## config.mk

```make
export PLATFORM = sky130hd
export DESIGN_NAME = prco_uart_rx
export DESIGN_NICKNAME = d
export VERILOG_FILES = /design/src/rtl/prco_uart_rx.sv
export SDC_FILE = /design/constraint.sdc
export NUM_CORES = 1
export LEC_CHECK = 0
export BUFFER_PORTS_ARGS = -buffer_cell sky130_fd_sc_hd__clkbuf_2
export CELL_PAD_IN_SITES_DETAIL_PLACEMENT = 1
export CELL_PAD_IN_SITES_GLOBAL_PLACEMENT = 2
export CORE_MARGIN = 5
export CORE_UTILIZATION = 42
export CTS_BUF_LIST = sky130_fd_sc_hd__clkbuf_16
export CTS_CLUSTER_SIZE = 14
export DETAILED_ROUTE_END_ITERATION = 6
export PLACE_DENSITY = 0.79
export SLEW_MARGIN = 20
export SYNTH_ARGS = -nofsm -noshare
export SYNTH_HDL_FRONTEND = slang
export SYNTH_SLANG_ARGS = --single-unit
```

## constraint.sdc

```tcl
create_clock -name i_clk -period 4.5 [get_ports i_clk]
set_input_delay 0.9 -clock i_clk [delete_from_list [all_inputs] [get_ports i_clk]]
set_output_delay 0.9 -clock i_clk [all_outputs]
set_load 0.03 [all_outputs]
```

## src/rtl/prco_uart_rx.sv

```systemverilog
// UART receiver: 8 data bits LSB first, 1 stop bit, CLKS_PER_BIT clocks per bit.
// Define PRCO_UART_RX_PARITY_EN to add an even-parity bit between D7 and STOP.
module prco_uart_rx #(
    parameter int unsigned CLKS_PER_BIT = 868
) (
    input  logic       i_clk,
    input  logic       i_rst,
    input  logic       i_rx,
    output logic [7:0] q_8bit_data,
    output logic       q_new_data,
    output logic       q_busy,
    output logic       q_frame_err,
    output logic       q_parity_err
);

    localparam int unsigned CNT_W = (CLKS_PER_BIT > 1) ? $clog2(CLKS_PER_BIT) : 1;
    localparam logic [CNT_W-1:0] CNT_FULL = CNT_W'(CLKS_PER_BIT - 1);
    localparam logic [CNT_W-1:0] CNT_HALF = CNT_W'(CLKS_PER_BIT / 2 - 1);

    localparam logic [2:0] IDLE   = 3'd0;
    localparam logic [2:0] START  = 3'd1;
    localparam logic [2:0] DATA   = 3'd2;
    localparam logic [2:0] PARITY = 3'd3;
    localparam logic [2:0] STOP   = 3'd4;

    logic             rx_s1;
    logic             rx_s;
    logic [2:0]       state;
    logic [CNT_W-1:0] cnt;
    logic [7:0]       shreg;
    logic [2:0]       bit_idx;
    logic             brk;
    logic             tick_full;
`ifdef PRCO_UART_RX_PARITY_EN
    logic             par_bit;
`endif

    assign tick_full = (cnt == CNT_FULL);
    assign q_busy    = (state != IDLE);

    // Flops preset to 1 so reset never fabricates a falling edge on the line.
    always_ff @(posedge i_clk or posedge i_rst) begin
        if (i_rst) begin
            rx_s1 <= 1'b1;
            rx_s  <= 1'b1;
        end else begin
            rx_s1 <= i_rx;
            rx_s  <= rx_s1;
        end
    end

    always_ff @(posedge i_clk or posedge i_rst) begin
        if (i_rst) begin
            state       <= IDLE;
            cnt         <= '0;
            shreg       <= '0;
            bit_idx     <= '0;
            brk         <= 1'b0;
            q_8bit_data <= '0;
            q_new_data  <= 1'b0;
            q_frame_err <= 1'b0;
`ifdef PRCO_UART_RX_PARITY_EN
            par_bit      <= 1'b0;
            q_parity_err <= 1'b0;
`endif
        end else begin
            q_new_data  <= 1'b0;
            q_frame_err <= 1'b0;
`ifdef PRCO_UART_RX_PARITY_EN
            q_parity_err <= 1'b0;
`endif
            case (state)
                IDLE: begin
                    cnt     <= '0;
                    bit_idx <= '0;
                    if (!rx_s) state <= START;
                end
                START: begin
                    if (cnt == CNT_HALF) begin
                        cnt   <= '0;
                        state <= rx_s ? IDLE : DATA;
                    end else begin
                        cnt <= cnt + CNT_W'(1);
                    end
                end
                DATA: begin
                    if (tick_full) begin
                        cnt            <= '0;
                        shreg[bit_idx] <= rx_s;
                        bit_idx        <= bit_idx + 3'd1;
                        if (bit_idx == 3'd7) begin
`ifdef PRCO_UART_RX_PARITY_EN
                            state <= PARITY;
`else
                            state <= STOP;
`endif
                        end
                    end else begin
                        cnt <= cnt + CNT_W'(1);
                    end
                end
`ifdef PRCO_UART_RX_PARITY_EN
                PARITY: begin
                    if (tick_full) begin
                        cnt     <= '0;
                        par_bit <= rx_s;
                        state   <= STOP;
                    end else begin
                        cnt <= cnt + CNT_W'(1);
                    end
                end
`endif
                STOP: begin
                    // brk holds the FSM busy after a framing error until the line is seen idle.
                    if (brk) begin
                        if (rx_s) begin
                            brk   <= 1'b0;
                            state <= IDLE;
                        end
                    end else if (tick_full) begin
                        cnt <= '0;
                        if (rx_s) begin
                            state <= IDLE;
`ifdef PRCO_UART_RX_PARITY_EN
                            if (par_bit != ^shreg) begin
                                q_parity_err <= 1'b1;
                            end else begin
                                q_8bit_data <= shreg;
                                q_new_data  <= 1'b1;
                            end
`else
                            q_8bit_data <= shreg;
                            q_new_data  <= 1'b1;
`endif
                        end else begin
                            q_frame_err <= 1'b1;
                            brk         <= 1'b1;
                        end
                    end else begin
                        cnt <= cnt + CNT_W'(1);
                    end
                end
                default: state <= IDLE;
            endcase
        end
    end

`ifndef PRCO_UART_RX_PARITY_EN
    assign q_parity_err = 1'b0;
`endif

endmodule

```

==> results.md <==
* Initial antenna violation count at 0
* Worst vdd ir at about 270 uV
* Synth-to-Final Area Change at 12.67%
* RSZ-0062 raised after global routing: no
* Core Area at about 4300 sq um
* DP Worst Slack at about 1900 ps
* CTS tree: built
* Clock Tree Buf Depth at 2
* Sink Count at 37
* I/O pin cnt at 15
* Worst EP arrival at around 2800 ps
* Die height at between 70 and 80 um
* Non-filler cells, final at between 200 and 250
* CP max-delay cell: nor4_2
* Grt ovf at 0
* Syn nets at 167
* Critical path capture point: q_8bit_data[5]
* Initial Utilization at about 43%
* CTS resizes at 0
* Worst setup margin at ~1900 ps
* Worst path cell trace: nand4bb_1 > nor4_2 > and3_1 > mux2_2
* Worst Hold Class: reg -> reg
* Number of diodes at 0
* Vias after detailed routing at about 1300
* H-tree levels at 2
* Setup violators final at 0
* 1st-iter DRT viols at between 70 and 80
* Global-route wire length before repair at 6.851 mm
* Sum of negative setup slack at 0 ps
* Register bit total from synthesis at 37
* Worst Setup End Kind: flip-flop
* CP startpoint kind: flip-flop
* Status: completed
* Layout cells sized above 1 at 26.32%
* Die footprint at between 5000 and 6000 sq um
* Cts hold-fix bufs at 0
* CTS root buf: clkbuf_16
* Slew Limit Fails at 0
* Clk_skew at between 5 and 6 ps
* CP Max Fanout at 11
* Hold Vio Cnt, Final at 0
* Fin util at a little under half
* Post-Syn Area per Cell at 11.42 sq um
* Layout Nets at about 180
* Number of synthesized flops with an enable pin at 0
* CP startpoint: cnt[3]
* RR Startpoint: cnt[3]
* Via/cell ratio at around 5.7
* GRT Util Overall at about 15%
* DRC Markers at 0
* Row count at 24
* Critical setup path kind: reg -> reg
* ANT nets after route at 0
* Pre-antenna DRT Iters at 4
* FF-to-FF path depth at 4
* Static Leak at 1.002 nW
* Pwr dens at between 300 and 400 nW/um^2
* Max-Cap Viols at 0
* Post-CTS setup buffer count at 0
* WL/cell at roughly 17 um
* Slew @ Worst Pin at approximately 1100 ps
* Reg clk slew, reported paths at 50 ps
* Worst slew margin at between 20% and 30%
* Reg-to-Reg End: q_8bit_data[5]
* Reg2reg setup slack at about 1900 ps
* Hpwl dp at approximately 2.7 mm
* Clk Latency, worst-skew pair at about 280 ps
* Post-synth top flop: dfrtp_1
* Final critical-path share of the clock period at approximately three fifths
* Number of global-route vias before repair at ~1300
* Gate Count Post-Synth at between 150 and 200
* Synth warn at 0
* Crit path largest cell delay at a little under 900 ps
* Largest net degree at the start of global routing at 38
* CTS Buf Count at 5
* Fmax at about 0.38 GHz
* Placed insts at between 200 and 250
* Die width at between 70 and 80 um
* Critical Path RT at 4660 ps
* Placer Congestion at around 0.74
* Post-layout min period at between 2000 and 3000 ps
* Seq/Total Area, Yosys at between 50% and 60%
* Ys async rst share at 100.0%
* Netlist cell types at between 40 and 50
* WL final at approximately 3.9 mm
* Post-synthesis cell area at ~1800 sq um
* Port buffer count at 13
[stage by stage]
stage	instance area, sq um	total power [mW]	hold slack (ps)
final	2058	0.7343	360.2
after global routing	2058	0.7594	366.7
after CTS	2058	0.7388	361.0
after detailed placement	1896	0.3525	353.2
after global placement	1896	0.3518	347.7
after floorplan	1827	0.3487	345.2
[how the worst min path moves through the flow]
stage          start  endpoint  slack [ps]  depth (start not counted)
2_1_floorplan  rx_s1      rx_s         350                          0
3_3_place_gp   rx_s1      rx_s         350                          0
6_report       rx_s1      rx_s         360                          0
4_1_cts        rx_s1      rx_s         360                          0
3_5_place_dp   rx_s1      rx_s         350                          0
5_1_grt        rx_s1      rx_s         370                          0
[synth_stat cells, drive strengths merged (2+ instances only)]
cell type	count	area (sq um)
or2	2	15.02
o31ai	2	15.01
mux2	16	180.2
nor3	3	15.01
nand3b	5	50.05
inv	4	15.01
dfstp	2	52.55
nor2b	2	12.51
nor2	7	26.28
nand3	5	25.02
and3	5	36.28
a22o	6	52.55
o21ai	6	30.03
nand2	14	52.55
nor4	2	18.77
nor3b	4	35.03
o21a	2	15.01
a31oi	2	12.51
ha	4	50.05
a21oi	3	15.01
dfrtp	35	875.8
buf	9	61.31
clkbuf	2	7.510
[critical path, delay by kind of cell (launching register included)]
family	cells	cell delay (ps)
simple gates	3	1690
mux	1	390
flops	1	430
[cell type report]
type	instances	area (sq um)
timing repair buffer	14	72.57
sequential	37	928.4
clock inverter	3	37.54
multi-input combinational	108	814.5
tap	52	65.06
inverter	4	15.01
clock buffer	5	125.1
fill	472	2236
[layout by cell type, fill, tap and decap left out, drive strengths merged, types with 5 or more instances in the layout]
master / netlist / final
nand3: 5 / 5
inv: 4 / 5
nor2: 7 / 7
clkbuf: 2 / 18
nand3b: 5 / 5
dfrtp: 35 / 35
and3: 5 / 5
a22o: 6 / 6
o21ai: 6 / 6
mux2: 16 / 16
nand2: 14 / 14
[layer usage]
layer / vias up / track usage, % / part of all wire [%]
li1: 598 / - / -
met1: 645 / 19.71 / 47
met2: 19 / 22.52 / 48
met3: 5 / 3.673 / 3.2
met4: 0 / 7.473 / 1.7
met5: - / 0 / 0
[flip-flops by register name (all words and copies together), names as in the netlist]
register and cells:
q_new_data 1, rx_s1 1, cnt 10, shreg 8
brk 1, bit_idx 3, rx_s 1, q_frame_err 1
q_8bit_data 8, state 3
[power breakdown]
part | leakage, nW | internal [mW] | switching (mW)
logic | 0.424 | 0.00145 | 0.00781
clock network | 0.0826 | 0.257 | 0.131
registers | 0.495 | 0.335 | 0.00209
[cell families after synthesis]
kind of cell	count (synthesis)	synth area share, %
AO/OA/AOI/OAI	31	12.74
XOR/XNOR	1	0.4795
adder cells (fa/ha/maj)	4	2.740
buffers and inverters	15	4.589
flip-flops	37	50.82
multiplexers	17	10.41
other	1	0.2053
AND/OR/NAND/NOR	54	18.01
No activity file was read; power rests on OpenSTA's default activity.
